File: config.mk
export PLATFORM = sky130hd
export DESIGN_NAME = alu_issue
export DESIGN_NICKNAME = d
export VERILOG_FILES = /design/src/rtl/alu_issue_pkg.sv /design/src/rtl/regfile.sv /design/src/rtl/alu_issue.sv
export SDC_FILE = /design/constraint.sdc
export NUM_CORES = 1
export LEC_CHECK = 0
export ABC_CLOCK_PERIOD_IN_PS = 2000
export BUFFER_PORTS_ARGS = -buffer_cell sky130_fd_sc_hd__buf_4
export CORE_MARGIN = 4
export CORE_UTILIZATION = 60
export DETAILED_ROUTE_END_ITERATION = 8
export PLACE_DENSITY = 0.82
export SETUP_SLACK_MARGIN = 0.05
export SKIP_CTS_REPAIR_TIMING = 1
export SYNTH_ARGS = -nofsm -noshare
export SYNTH_HDL_FRONTEND = slang
export SYNTH_SLANG_ARGS = --single-unit
File: constraint.sdc
create_clock -name clk -period 2 [get_ports clk]
set_clock_uncertainty 0.15 [all_clocks]
set_input_delay 0.4 -clock clk [delete_from_list [all_inputs] [get_ports clk]]
set_output_delay 0.4 -clock clk [all_outputs]
set_load 0.01 [all_outputs]
File: src/rtl/alu_issue_pkg.sv
// alu_issue_pkg: opcode constants, instruction field positions and datapath defaults
// shared by the issue stage, register file and ALU.
package alu_issue_pkg;
    localparam int XLEN_DEF = 32;
    localparam int OP_MSB   = 31;
    localparam int OP_LSB   = 28;
    localparam int RD_MSB   = 27;
    localparam int RD_LSB   = 25;
    localparam int RS1_MSB  = 24;
    localparam int RS1_LSB  = 22;
    localparam int RS2_MSB  = 21;
    localparam int RS2_LSB  = 19;
    localparam int IMM_SEL  = 18;
    localparam int IMM_MSB  = 15;
    localparam int IMM_LSB  = 0;

    typedef enum logic [3:0] {
        OP_ADD = 4'd1,
        OP_SUB = 4'd2,
        OP_AND = 4'd3,
        OP_OR  = 4'd4,
        OP_XOR = 4'd5,
        OP_SLL = 4'd6,
        OP_SRL = 4'd7
    } alu_op_e;

    function automatic logic is_legal(input logic [3:0] op);
        return (op >= OP_ADD) && (op <= OP_SRL);
    endfunction
endpackage

File: src/rtl/regfile.sv
// regfile: NREGS x XLEN registers, two asynchronous read ports, one synchronous
// write port; r0 is hardwired to zero.
module regfile
    import alu_issue_pkg::*;
#(
    parameter int XLEN  = XLEN_DEF,
    parameter int NREGS = 8,
    parameter int AW    = $clog2(NREGS)
) (
    input  logic            clk,
    input  logic            rst_n,
    input  logic [AW-1:0]   raddr1,
    input  logic [AW-1:0]   raddr2,
    output logic [XLEN-1:0] rdata1,
    output logic [XLEN-1:0] rdata2,
    input  logic            we,
    input  logic [AW-1:0]   waddr,
    input  logic [XLEN-1:0] wdata
);
    logic [XLEN-1:0] mem_q [NREGS];
    logic [XLEN-1:0] mem_d [NREGS];

    always_comb begin
        mem_d = mem_q;
        if (we && waddr != '0) mem_d[waddr] = wdata;
    end

    always_ff @(posedge clk or negedge rst_n) begin
        if (!rst_n) begin
            for (int i = 0; i < NREGS; i++) mem_q[i] <= '0;
        end else begin
            mem_q <= mem_d;
        end
    end

    assign rdata1 = (raddr1 == '0) ? '0 : mem_q[raddr1];
    assign rdata2 = (raddr2 == '0) ? '0 : mem_q[raddr2];
endmodule

File: src/rtl/alu_issue.sv
// alu_issue: decodes one instruction per cycle, reads operands (with writeback
// bypass) and holds them in a valid/ready output register for the ALU.
module alu_issue
    import alu_issue_pkg::*;
#(
    parameter int XLEN  = XLEN_DEF,
    parameter int NREGS = 8
) (
    input  logic            clk,
    input  logic            rst_n,
    input  logic            in_valid,
    output logic            in_ready,
    input  logic [31:0]     instr,
    input  logic            wb_en,
    input  logic [2:0]      wb_addr,
    input  logic [XLEN-1:0] wb_data,
    output logic            out_valid,
    input  logic            out_ready,
    output logic [XLEN-1:0] operand1,
    output logic [XLEN-1:0] operand2,
    output logic [3:0]      opcode,
    output logic [2:0]      out_rd,
    output logic            illegal
);
    localparam int AW = $clog2(NREGS);

    logic [3:0]      op_f;
    logic [2:0]      rd_f, rs1_f, rs2_f;
    logic            use_imm;
    logic [15:0]     imm_f;
    logic            unused_bits;
    logic [XLEN-1:0] rd1, rd2, op1_byp, op2_sel;
    logic            fire_in, fire_out, legal;

    logic            valid_q, valid_d, illegal_q, illegal_d;
    logic [XLEN-1:0] op1_q, op1_d, op2_q, op2_d;
    logic [3:0]      opc_q, opc_d;
    logic [2:0]      rd_q, rd_d;

    assign op_f        = instr[OP_MSB:OP_LSB];
    assign rd_f        = instr[RD_MSB:RD_LSB];
    assign rs1_f       = instr[RS1_MSB:RS1_LSB];
    assign rs2_f       = instr[RS2_MSB:RS2_LSB];
    assign use_imm     = instr[IMM_SEL];
    assign imm_f       = instr[IMM_MSB:IMM_LSB];
    assign unused_bits = ^instr[17:16];

    regfile #(.XLEN(XLEN), .NREGS(NREGS), .AW(AW)) u_rf (
        .clk    (clk),
        .rst_n  (rst_n),
        .raddr1 (AW'(rs1_f)),
        .raddr2 (AW'(rs2_f)),
        .rdata1 (rd1),
        .rdata2 (rd2),
        .we     (wb_en),
        .waddr  (AW'(wb_addr)),
        .wdata  (wb_data)
    );

    assign in_ready = !valid_q || out_ready;
    assign fire_in  = in_valid && in_ready;
    assign fire_out = valid_q && out_ready;
    assign legal    = is_legal(op_f);

    // Same-cycle writeback wins over the array, which only updates at the edge.
    assign op1_byp = (wb_en && wb_addr == rs1_f && rs1_f != '0) ? wb_data : rd1;
    assign op2_sel = use_imm ? XLEN'(imm_f)
                   : (wb_en && wb_addr == rs2_f && rs2_f != '0) ? wb_data : rd2;

    always_comb begin
        valid_d   = valid_q;
        op1_d     = op1_q;
        op2_d     = op2_q;
        opc_d     = opc_q;
        rd_d      = rd_q;
        illegal_d = fire_in && !legal;
        if (fire_in && legal) begin
            valid_d = 1'b1;
            op1_d   = op1_byp;
            op2_d   = op2_sel;
            opc_d   = op_f;
            rd_d    = rd_f;
        end else if (fire_out) begin
            valid_d = 1'b0;
        end
    end

    always_ff @(posedge clk or negedge rst_n) begin
        if (!rst_n) begin
            valid_q   <= 1'b0;
            illegal_q <= 1'b0;
            op1_q     <= '0;
            op2_q     <= '0;
            opc_q     <= '0;
            rd_q      <= '0;
        end else begin
            valid_q   <= valid_d;
            illegal_q <= illegal_d;
            op1_q     <= op1_d;
            op2_q     <= op2_d;
            opc_q     <= opc_d;
            rd_q      <= rd_d;
        end
    end

    assign out_valid = valid_q;
    assign illegal   = illegal_q;
    assign operand1  = op1_q;
    assign operand2  = op2_q;
    assign opcode    = opc_q;
    assign out_rd    = rd_q;
endmodule

=== After elaboration in Yosys (flattened, before gate mapping) ===
Cells that the tools add are included.
Widths: inputs -> output; s select.

* Magnitude comparators: 6
* Equal/unequal tests: 2
* Multiplexer cells: 16
* Bitwise logic cells: 3
* Reduce and logical (&&, ||, !) cells: 20

{| class="wikitable"
|+ Operators with widths
! operator !! count
|-
| $mux 32 || 10
|-
| $bwmux 256 || 1
|-
| $bmux 32 s3 || 2
|-
| $demux 32 s3 || 1
|-
| $ge 4x4->1 const B || 3
|-
| $not 3->4 || 3
|-
| $logic_and 1x1->1 || 11
|-
| $reduce_bool 3->1 || 3
|-
| $eq 3x3->1 || 2
|-
| $logic_not 3->1 || 2
|-
| $ge 4x1->1 const B || 1
|-
| $le 4x3->1 const B || 1
|-
| $lt 4x1->1 const B || 1
|-
| $logic_not 1->1 || 2
|-
| $mux 1 || 2
|-
| $reduce_bool 2->1 || 1
|-
| $logic_or 1x1->1 || 1
|}

* Bits in registers: 329
* Input bits: 72
* Logic and storage cells: 61

=== Logic depth before layout (Yosys ltp) ===
* Depth after elaboration: 7
* Mapped depth: 7

=== By module ===
From an unflattened synthesis, not the netlist that was laid out.

* Cells, all modules: 1,332
* Area total of the unflattened synthesis: 16,324.4 µm²

{| class="wikitable"
|+ Modules (own cells, without submodules)
! module !! instances !! cells each !! area each (µm²) !! sequential area each (µm²)
|-
| regfile || 1 || 874 || 12,340.6 || 5,605.4
|-
| alu_issue || 1 || 458 || 3,983.8 || 1,826.8
|}

=== Worst setup path after synthesis ===
Ideal clock, no wire load.

* Path type: input to register
* From: input instr[22]
* To: register op1_q[10], in the netlist operand1[10]
* Setup time: 0.126 ns
* Arrival: 1.880 ns
* Required time: 1.724 ns
* Path slack: -0.156 ns
* Stages on the path: 7
* Path buffers: 3
* Path through: clkbuf_1 > buf_6 > buf_4 > mux4_2 > mux2i_1 > nor4_1 > a221o_1

* Word-level cells in the longest chain between the ends: 6
* Elaborated cells on any way between the ends: 11
* Those cells by class: eq/ne: 1; mux: 5; bitwise: 1; reduce/logical: 4

{| class="wikitable"
|+ Ends and longest elaborated chain
! item !! RTL line !! RTL
|-
| from (decl) || alu_issue.sv:13 || <nowiki>input logic [31:0] instr,</nowiki>
|-
| $not 3->4 (not written as such) || regfile.sv:36 || <nowiki>assign rdata1 = (raddr1 == '0) ? '0 : mem_q[raddr1];</nowiki>
|-
| $bmux 32 s3 || regfile.sv:36 ||
|-
| $mux 32 (not written as such) (2 in series) || regfile.sv:36 ||
|-
| $mux 32 || regfile.sv:36 ||
|-
| $mux 32 (*) || alu_issue.sv:66 || <nowiki>assign op1_byp = (wb_en && wb_addr == rs1_f && rs1_f != '0) ? wb_data : rd1;</nowiki>
|-
| to (signal assigned) || alu_issue.sv:99 || <nowiki>op1_q <= op1_d;</nowiki>
|-
| to (decl) || alu_issue.sv:36 || <nowiki>logic [XLEN-1:0] op1_q, op1_d, op2_q, op2_d;</nowiki>
|}

Every way passes the cells marked *; elsewhere a longest branch is shown, timed or not. The select of a mux whose other input is x is not followed.
A chain may end at the register's enable or synchronous reset.

=== Worst setup path after layout ===
* From: register valid_q, in the netlist out_valid
* To: output in_ready

* Word-level cells in the longest chain between the ends: 2

{| class="wikitable"
|+ Ends and longest elaborated chain
! item !! RTL line !! RTL
|-
| from (decl) || alu_issue.sv:35 || <nowiki>logic valid_q, valid_d, illegal_q, illegal_d;</nowiki>
|-
| from (signal assigned) || alu_issue.sv:97 || <nowiki>valid_q <= valid_d;</nowiki>
|-
| $logic_not 1->1 || alu_issue.sv:60 || <nowiki>assign in_ready = !valid_q || out_ready;</nowiki>
|-
| $logic_or 1x1->1 || alu_issue.sv:60 ||
|-
| to (decl) || alu_issue.sv:12 || <nowiki>output logic in_ready,</nowiki>
|}

No other way between the ends.

==> impl_results.md <==
- Run status: finished, violations left
- Violations in the final reports: hold timing
- Pin count of the biggest net entering global routing: 62
- Syn_nets: 1176
- Final-report hold violation count: 1
- I/O pin total: between 100 and 150
- RSZ-0062 raised after global routing: true
- Slew at the pin closest to its max-slew limit: 521 ps
- Maximum net fanout on the critical path: 3
- Final Util: 74.2%
- CTS tree: built
- Simple-Gate Fraction of Synth Area: 5.42%
- Required time reported for the critical path endpoint: between 1000 and 1500 ps
- Share of total power consumed by net switching: a little over a quarter
- Root buffer cell: clkbuf_16
- Worst path arrival time: around 1300 ps
- 1st-iter DRT viols: between 1000 and 1500
- Mean instance size in the synthesized netlist: between 10 and 15 µm²
- Number of buffers added by the clock tree synthesis step: 35
- Endpoint kind of the worst setup timing path: output pin
- Clock Path Buffers: 3
- Max-Slew Margin vs Limit: between 60 and 70%
- Clock-pin transition on the worst setup and hold timing paths: 60 ps
- Achievable clock frequency: ~540 MHz
- Area delta synth->final: 21.2%
- Number of global-route vias before repair: approximately 12000
- Main combinational cell family by area after synthesis: multiplexers
- Register bit count reported by yosys: around 330
- Worst-case hold slack: -8.91 ps
- Most used flip-flop cell after synthesis: dfrtp_1
- Area inside the core boundary: around 27000 µm²
- Relative contribution of sequential cells to total power: a little over two fifths
- FFs w/ async S/R, synth: 100%
- Total Neg Setup Slack: 0 ps
- DR WL/cell: 26.8 µm
- Placed instance area: about 19000 µm²
- Overall track demand over capacity in global routing: 29.3%
- Fraction of the mapped netlist area in compound gates: 4.03%
- RePlAce Congestion: 0.870
- Power per cell area: between 1000 and 1500 nW/µm²
- Number of clock sinks: approximately 330
- Most area-consuming cells after synthesis: dfrtp_1 (50%), mux2_2 (17%), mux4_2 (16%)
- Height of the die: between 150 and 200 µm
- Final WS setup: about 140 ps
- Nature of the critical path startpoint: register
- Final design area excluding fillers: 20100 µm²
- Power share of the clock group: 33.1%
- Clock latency on the worst-skew pair: around 510 ps
- Drc violations: 0
- Final-report setup violation count: 0
- First-pass GRT wire length: roughly 70000 µm
- Lkg Pwr: approximately 8.8 nW
- Antenna violations before repair: 0
- Total of max-cap violations: 0
- Final-stage net count: roughly 1400
- Site Rows: 60
- Post-synthesis adder-cell area fraction: 0%
- Starting Density: 61.2%
- Syn. warnings: 0
- Class of the tightest hold or removal check: input port to register
- Die area: about 30000 µm²
- Internal power contribution: 0.0151 W
- Switching power: approximately 0.0055 W
- IR Drop Worst-Case VDD: between 0.0006 and 0.0007 V
- Most frequent cell after synthesis: dfrtp_1
- CTS H-tree depth: 2
- Share of the yosys chip area belonging to registers: around 50%
- Count of filler cells inserted in the layout: ~1600
- Number of cells produced by synthesis: 1104
- Pins over their slew limit: 0
- Crit share post-route: 93.0%
- Leading post-synthesis cells by instance count: dfrtp_1 (329), mux2_2 (246), mux4_2 (120)
- Number of buffers inserted by port buffering: ~140
- Xor/xnor cell area share of the yosys netlist: less than 1%
- Die Wd: 174 µm
- Half-perimeter wire length after placement: 28500 µm
- Number of enable-type register cells in the synthesized netlist: 0
- Proportion of synthesized area in mux cells: a little under two fifths
- Cell area after synthesis: 16600 µm²
- Setup WS pre-CTS: -206 ps
- Power share of the combinational group: a little under a quarter
- Share of the synthesized area in the top cell type: roughly 50%
- Overall routed net length: between 40000 and 50000 µm
- Fraction of final layout cells with drive strength greater than 1: a little over half
- Critical path class: register to output pin
- Top cell type by total area after synthesis: dfrtp_1
- Remaining number of nets flagged by the antenna check after routing: 0
- Synth unique cells: 40
- Vias per std cell: ~7
- Min Clock Period, post-route: roughly 1900 ps
- Via Count: ~11000
- Number of diodes added for antenna fixing: 0
- Number of detailed-route iterations in the first pass: 8
- Total grt overflow: 0
-- worst max-delay path: stages (launching register included) --
cell      delay [ps]
dfrtp_1          380
nand2b_1         160
buf_4            150
buf_4            110
-- logic make-up after synthesis --
family | Yosys count
flip-flops | 329
AO/OA/AOI/OAI | 70
AND/OR/NAND/NOR | 153
XOR/XNOR | 6
buffers and inverters | 131
multiplexers | 415
-- registers in the layout (all words and copies together), names as in the netlist --
signal	count
illegal	1
u_rf.mem_q	256
operand2	32
operand1	32
opcode	4
out_valid	1
out_rd	3
-- per-layer routing --
layer / up-vias / wire length, µm / track usage (%)
met5: - / 0 / 0
met4: 0 / 1390 / 9.90
met3: 105 / 3130 / 4.81
met2: 566 / 22300 / 48.9
met1: 5914 / 17300 / 40.0
li1: 4664 / - / -
-- power by group through the flow --
stage,clock [W],sequential (W),combinational (W)
2_1_floorplan,0,0.00890,0.00291
3_3_place_gp,0,0.00898,0.00449
3_5_place_dp,0,0.00908,0.00465
4_1_cts,0.00687,0.00900,0.00472
5_1_grt,0.00717,0.00918,0.00506
6_report,0.00681,0.00904,0.00471
-- per-stage QoR --
step | instances | hold WS, ps | total power (W)
floorplan | 1104 | -45.6 | 0.0118
global placement | 1580 | 192 | 0.0135
detailed placement | 1580 | 192 | 0.0137
CTS | 1640 | -342 | 0.0206
global route | 1647 | 11.8 | 0.0214
finish | 1647 | -8.91 | 0.0206
-- area by class of cell --
| type | instances | area, µm² | share of cell area [%] |
|---|---|---|---|
| Clock buffer | 51 | 1060 | 5.28 |
| Clock inverter | 9 | 145 | 0.724 |
| Inverter | 2 | 7.51 | 0.0374 |
| Multi-Input combinational cell | 644 | 7770 | 38.8 |
| Sequential cell | 329 | 8230 | 41.1 |
| Tap cell | 341 | 427 | 2.13 |
| Timing Repair Buffer | 271 | 2410 | 12.0 |
-- final timing paths --
kind,startpoint,endpoint,slack [ps],depth (start not counted)
hold / removal,in_valid,illegal$_DFF_PN0_,-9,3
hold reg to reg,u_rf.mem_q[254]$_DFFE_PN0P_,u_rf.mem_q[254]$_DFFE_PN0P_,230,0
max in group asynchronous,rst_n,operand1[30]$_DFFE_PN0P_,700,3
setup / recovery,out_valid$_DFFE_PN0P_,in_ready,140,3
min in group asynchronous,rst_n,operand2[5]$_DFFE_PN0P_,250,2
setup reg to reg,out_valid$_DFFE_PN0P_,operand1[26]$_DFFE_PN0P_,140,6
-- placed cells by master, fill, tap and decap left out, types with 2 or more instances in the layout --
cell type / instances
nor4_2: 4
clkbuf_16: 37
nor4_4: 2
clkinv_2: 5
nand3_1: 16
nor4_1: 37
clkbuf_1: 6
nand2_1: 38
mux2_4: 4
a221o_1: 48
mux2i_1: 42
clkbuf_8: 8
a21oi_1: 2
nor3_2: 2
nor2_1: 17
dlygate4sd3_1: 7
a311oi_1: 16
mux4_2: 122
buf_4: 235
nor3b_1: 16
inv_1: 2
buf_12: 28
xor2_1: 6
mux2_2: 242
bufinv_16: 4
mux4_1: 4
and2_1: 7
nand4b_1: 3
nor4b_4: 2
dfrtp_1: 329
(Power assumes the default switching activity.)
